<file path="src/rtl/feature_chunk_scheduler.sv">
// ---------------------------------------------------------------------------
// feature_chunk_scheduler
//
// Arbitrates between two feature-frame requesters (for example the live mel
// frontend and a test/playback source) with round-robin fairness. It latches
// one whole frame at a time and streams it to the classifier as
// N_FEAT/CHUNK_W chunks under a valid/ready handshake. Each chunk carries its
// chunk index, its source and a last-chunk marker.
//
// Ports:
//   clk, reset      clock (rising edge) and asynchronous active-high reset
//   s0_valid/ready  requester 0 frame handshake
//   s0_data         requester 0 frame, coefficient k at [k*DATA_W +: DATA_W]
//   s1_valid/ready  requester 1 frame handshake
//   s1_data         requester 1 frame, same packing as s0_data
//   flush           synchronous abort of the frame in flight; in IDLE it
//                   blocks acceptance for that cycle
//   m_valid/ready   downstream chunk handshake
//   m_data          chunk; element j = frame coefficient m_idx*CHUNK_W+j
//   m_idx           chunk index within the frame
//   m_last          high on the final chunk of a frame
//   m_src           requester that supplied the frame being sent
//   busy            high while a frame is being sent
//   frame_cnt       frames fully delivered (wraps at 16 bits)
//
// CHUNK_W must divide N_FEAT exactly.
// ---------------------------------------------------------------------------
module feature_chunk_scheduler #(
   parameter  int N_FEAT  = 40,
   parameter  int CHUNK_W = 8,
   parameter  int DATA_W  = 16,
   localparam int N_CHUNK = N_FEAT / CHUNK_W,
   localparam int IDX_W   = (N_CHUNK > 1) ? $clog2(N_CHUNK) : 1
) (
   input  logic                        clk,
   input  logic                        reset,
   input  logic                        s0_valid,
   output logic                        s0_ready,
   input  logic [N_FEAT*DATA_W-1:0]    s0_data,
   input  logic                        s1_valid,
   output logic                        s1_ready,
   input  logic [N_FEAT*DATA_W-1:0]    s1_data,
   input  logic                        flush,
   output logic                        m_valid,
   input  logic                        m_ready,
   output logic [CHUNK_W*DATA_W-1:0]   m_data,
   output logic [IDX_W-1:0]            m_idx,
   output logic                        m_last,
   output logic                        m_src,
   output logic                        busy,
   output logic [15:0]                 frame_cnt
);

   localparam int FRAME_BITS = N_FEAT * DATA_W;
   localparam int CHUNK_BITS = CHUNK_W * DATA_W;
   localparam logic [IDX_W-1:0] LAST_IDX = IDX_W'(N_CHUNK - 1);

   typedef enum logic [0:0] {
      ST_IDLE = 1'b0,
      ST_SEND = 1'b1
   } state_t;

   state_t                  state_q,      state_d;
   logic [IDX_W-1:0]        idx_q,        idx_d;
   logic                    src_q,        src_d;
   logic                    last_grant_q, last_grant_d;
   logic [15:0]             frame_cnt_q,  frame_cnt_d;
   logic [FRAME_BITS-1:0]   buf_q,        buf_d;

   logic                    grant_s;
   logic                    s0_ready_s;
   logic                    s1_ready_s;
   logic                    accept_s;

   // Next-state, arbitration and handshake decode.
   always_comb begin
      state_d      = state_q;
      idx_d        = idx_q;
      src_d        = src_q;
      last_grant_d = last_grant_q;
      frame_cnt_d  = frame_cnt_q;
      buf_d        = buf_q;
      s0_ready_s   = 1'b0;
      s1_ready_s   = 1'b0;
      accept_s     = 1'b0;

      // A lone valid requester wins outright; on a tie (or when nobody is
      // asking) the requester that was not served last has priority.
      if (s0_valid ^ s1_valid) begin
         grant_s = s1_valid;
      end else begin
         grant_s = ~last_grant_q;
      end

      case (state_q)
         ST_IDLE: begin
            s0_ready_s = (grant_s == 1'b0) && !flush;
            s1_ready_s = (grant_s == 1'b1) && !flush;
            accept_s   = (s0_ready_s && s0_valid) || (s1_ready_s && s1_valid);
            if (accept_s) begin
               if (grant_s) begin
                  buf_d = s1_data;
               end else begin
                  buf_d = s0_data;
               end
               src_d        = grant_s;
               last_grant_d = grant_s;
               idx_d        = '0;
               state_d      = ST_SEND;
            end else begin
               state_d = ST_IDLE;
            end
         end
         ST_SEND: begin
            // Flush wins even over a last-chunk handshake, so an aborted
            // frame is never counted as delivered.
            if (flush) begin
               state_d = ST_IDLE;
               idx_d   = '0;
            end else if (m_ready) begin
               if (idx_q == LAST_IDX) begin
                  state_d     = ST_IDLE;
                  idx_d       = '0;
                  frame_cnt_d = frame_cnt_q + 16'd1;
               end else begin
                  idx_d = idx_q + {{(IDX_W-1){1'b0}}, 1'b1};
               end
            end else begin
               state_d = ST_SEND;
            end
         end
         default: begin
            state_d = ST_IDLE;
            idx_d   = '0;
         end
      endcase
   end

   // State, index, source, fairness pointer, counter and frame buffer.
   always_ff @(posedge clk or posedge reset) begin
      if (reset) begin
         state_q      <= ST_IDLE;
         idx_q        <= '0;
         src_q        <= 1'b0;
         last_grant_q <= 1'b1;
         frame_cnt_q  <= 16'd0;
         buf_q        <= '0;
      end else begin
         state_q      <= state_d;
         idx_q        <= idx_d;
         src_q        <= src_d;
         last_grant_q <= last_grant_d;
         frame_cnt_q  <= frame_cnt_d;
         buf_q        <= buf_d;
      end
   end

   assign s0_ready  = s0_ready_s;
   assign s1_ready  = s1_ready_s;
   assign m_valid   = (state_q == ST_SEND);
   assign busy      = (state_q == ST_SEND);
   assign m_idx     = idx_q;
   assign m_src     = src_q;
   assign m_last    = (state_q == ST_SEND) && (idx_q == LAST_IDX);
   assign frame_cnt = frame_cnt_q;
   // idx_q never exceeds LAST_IDX, so the slice stays inside the buffer.
   assign m_data    = buf_q[idx_q * CHUNK_BITS +: CHUNK_BITS];

endmodule

</file>
<file path="config.mk">
export PLATFORM = sky130hd
export DESIGN_NAME = feature_chunk_scheduler
export DESIGN_NICKNAME = d
export VERILOG_FILES = /design/src/rtl/feature_chunk_scheduler.sv
export SDC_FILE = /design/constraint.sdc
export NUM_CORES = 2
export LEC_CHECK = 0
export ABC_AREA = 0
export CAP_MARGIN = 20
export CORE_AREA = 2 2 562 564
export DETAILED_ROUTE_END_ITERATION = 8
export DIE_AREA = 0 0 564 566
export DONT_BUFFER_PORTS = 1
export PLACE_DENSITY = 0.32
export SLEW_MARGIN = 10
export SYNTH_ARGS = -nofsm -noshare
export SYNTH_HDL_FRONTEND = slang
export SYNTH_SLANG_ARGS = --single-unit
</file>
<file path="constraint.sdc">
create_clock -name clk -period 41.7 [get_ports clk]
set_input_delay 6.255 -clock clk [delete_from_list [all_inputs] [get_ports clk]]
set_output_delay 6.255 -clock clk [all_outputs]
set_load 0.02 [all_outputs]
</file>
==> results.yml <==
floorplan:
  die_area_um2: 319000
  die_x_um: 564
  die_y_um: 566
  num_rows: 206
  io_pins: 1439
  core-area_um2: 313000
  start_util: 0.109
yosys:
  syn-cell-area_um2: 34300
  yosysWarnings: 0
  syn_avg_cell_area_um2: 8.26
  ys_types: 34
  ys_top_cells_by_area: "dfrtp_1, a21oi_1, nand2_1"
  synth.net_count: 5442
  synth_top_cell_by_area: "dfrtp_1"
  ys.flop_type: "dfrtp_1"
  synth_edf_count: 0
  synth_seq_area_share: 0.483
  async_flop_share: 1.00
  synth.ff_latch_count: 662
  syn_inst: 4153
  synth_top_area_frac: 0.482
clocking:
  path_clk_slew_ns: 0.06
  tritoncts: "done"
  cts_buffers: 98
  htree_levels: 3
  clockRootBuffer: "clkbuf_16"
  insertion_delay_ns: 0.81
  cts_setup_buffers: 0
  ctsResizeCount: 0
  clockBufferDepth: 4
  cts_hold_buf: 0
  clkSinkCount: 662
power:
  swShare: 0.400
  switchingPower_mw: 1.06
  power_density_nw_per_um2: 63.0
  p_int_mw: 1.59
  p_leak_nw: 15.5
  pwr-share-seq: 0.377
  p_clk_frac: 0.325
  pwr-share-comb: 0.298
  ir_drop_uv: 25.0
layout:
  fillers: 36240
  seqCellArea_um2: 16600
  area_growth_pct: 22.4
  finalNetCount: 5263
  layout-drive-gt1-share: 0.0880
  multi_input_area_um2: 15800
detailed_routing:
  antenna_left: 0
  wirelength_mm: 257
  top_layer_used: "met5"
  wl_met2_mm: 116
  avgViaCountPerCell: 3.88
  m1WireLength_mm: 100
  wl_per_cell_um: 31.1
  drtPass1Iterations: 6
  drc: 0
  drt_iter0_markers: 2545
  met3_length_mm: 32.6
  vias: 32075
critical_path:
  startpoint: "s0_valid"
  reg2reg_from: "busy$_DFF_PP0_"
  arrival_ns: 7.91
  setup.worst_path.class: "input port to output pin"
  critPathMaxFanout: 29
  worst_setup_path_end_kind: "output pin"
  start_kind: "input port"
  crit_required_ns: 35.44
global_route:
  grt_pass1_vias: 32270
  antenna_found_initial: 214
  grt.total_usage: 0.155
  grt-ovfl-total: 0
  grt_pass1_wl_mm: 331
  grt_max_degree: 163
sta:
  slew-limit-headroom: 0.159
  finalCriticalPeriod_ns: 14.16
  setup_ws_ns: 27.54
  finalSetupTns_ns: 0
  finalCritPeriodShare: 0.340
  hold_viol: 0
  worst_pin_slew_ns: 1.25
  skew_ns: 0.0370
  drv_slew: 0
  timing.fmax_ghz: 0.0706
  rsz0062_at_grt: "false"
  setup_viol: 0
flow_run:
  max_cap_viol_count: 0
place:
  place_congestion: 0.926
  hpwlAfterDp_mm: 207
  io_buffers: 0
  preCtsSetupSlack_ns: 27.35
status:
  outcome: "complete, no violations"
worst_hold_path:
  hold_class: "flip-flop to flip-flop"
  hp-start: "buf_q[295]$_DFFE_PP0P_"
==> routing by layer <==
| metal | vias to the layer above | track usage |
|---|---|---|
| met5 | - | 0 |
| met4 | 140 | 0.0477 |
| met3 | 447 | 0.0844 |
| met2 | 1626 | 0.242 |
| met1 | 16132 | 0.179 |
| li1 | 13730 | - |
==> cell type report <==
cell class | instances | share of cell area
inverters | 131 | 0.0119
clock buffers | 145 | 0.0678
clock inverters | 27 | 0.00843
well taps | 4160 | 0.124
diodes | 62 | 0.00369
flip-flops and latches | 662 | 0.395
repair buffers | 65 | 0.0145
multi-input cells | 3016 | 0.375
==> sequential cells by signal (all words and copies together), names as in the netlist <==
register	flops
frame_cnt	16
buf_q	640
last_grant_q	1
m_src	1
m_idx	3
busy	1
==> cells in the final DEF, fill, tap and decap left out, types with 2 or more instances in the layout <==
cell	synthesis	layout
a21oi_1	1282	1281
and3_1	5	4
buf_12	0	8
buf_4	7	56
bufinv_16	0	6
clkbuf_1	137	25
clkbuf_16	0	98
clkbuf_8	0	22
clkinv_2	0	10
clkinv_8	0	3
clkinvlp_4	0	5
dfrtp_1	661	657
dfrtp_4	0	3
diode_2	0	62
ha_1	3	3
inv_1	131	130
mux4_2	128	128
nand2_1	777	777
nand2b_1	3	3
nand3_1	6	6
nand4_1	5	5
nand4b_1	3	3
nor2_1	642	642
nor3_2	2	4
o21ai_0	131	126
o21ai_1	1	5
xnor2_1	13	13
xor2_1	2	2
==> kinds of logic after synthesis <==
| family | share of synthesized area |
|---|---|
| flip-flops | 0.483 |
| XOR/XNOR | 0.00383 |
| AND/OR/NAND/NOR | 0.161 |
| multiplexers | 0.0846 |
| AO/OA/AOI/OAI | 0.207 |
| adder cells (fa/ha/maj) | 0.00109 |
| buffers and inverters | 0.0594 |
==> path summary, 6_finish.rpt <==
path	end	slack, ns	cells after the start
setup / recovery	s1_ready	27.54	4
hold / removal	buf_q[295]$_DFFE_PP0P_	0.52	2
setup reg to reg	buf_q[72]$_DFFE_PP0P_	36.40	10
hold reg to reg	buf_q[295]$_DFFE_PP0P_	0.52	2
max in group asynchronous	buf_q[564]$_DFFE_PP0P_	32.28	7
min in group asynchronous	buf_q[119]$_DFFE_PP0P_	5.40	1
==> critical path, cell delays in order <==
cell      delay (ns)
nand2b_1        0.20
a21o_4          0.38
nor3_2          0.73
buf_4           0.28
==> power groups by stage <==
| stage | clock network (mW) | logic [mW] | registers (mW) |
|---|---|---|---|
| after floorplan | 0 | 0.572 | 0.914 |
| final | 0.862 | 0.789 | 0.997 |
| after global placement | 0 | 0.797 | 1.01 |
| after global routing | 0.913 | 0.871 | 1.02 |
| after CTS | 0.895 | 0.805 | 1.01 |
| after detailed placement | 0 | 0.801 | 1.02 |
==> stage by stage <==
step	instance area (um^2)	hold WS, ns	cells	power [mW]	util
5_1_grt	41900	0.540	8229	2.81	0.134
2_1_floorplan	34300	0.489	4153	1.49	-
3_5_place_dp	38600	0.511	8033	1.82	0.123
4_1_cts	41800	0.524	8205	2.71	0.133
3_3_place_gp	38600	0.503	8031	1.81	0.123
6_report	42000	0.520	8268	2.65	0.134
==> Yosys cell counts (6+ instances only) <==
library cell / number
buf_4: 7
clkbuf_1: 137
inv_1: 131
mux4_2: 128
nand2_1: 777
a21oi_1: 1282
o21ai_0: 131
buf_2: 176
buf_1: 23
xnor2_1: 13
nand3_1: 6
dfrtp_1: 661
nor2_1: 642
No activity file was read; power rests on OpenSTA's default activity.
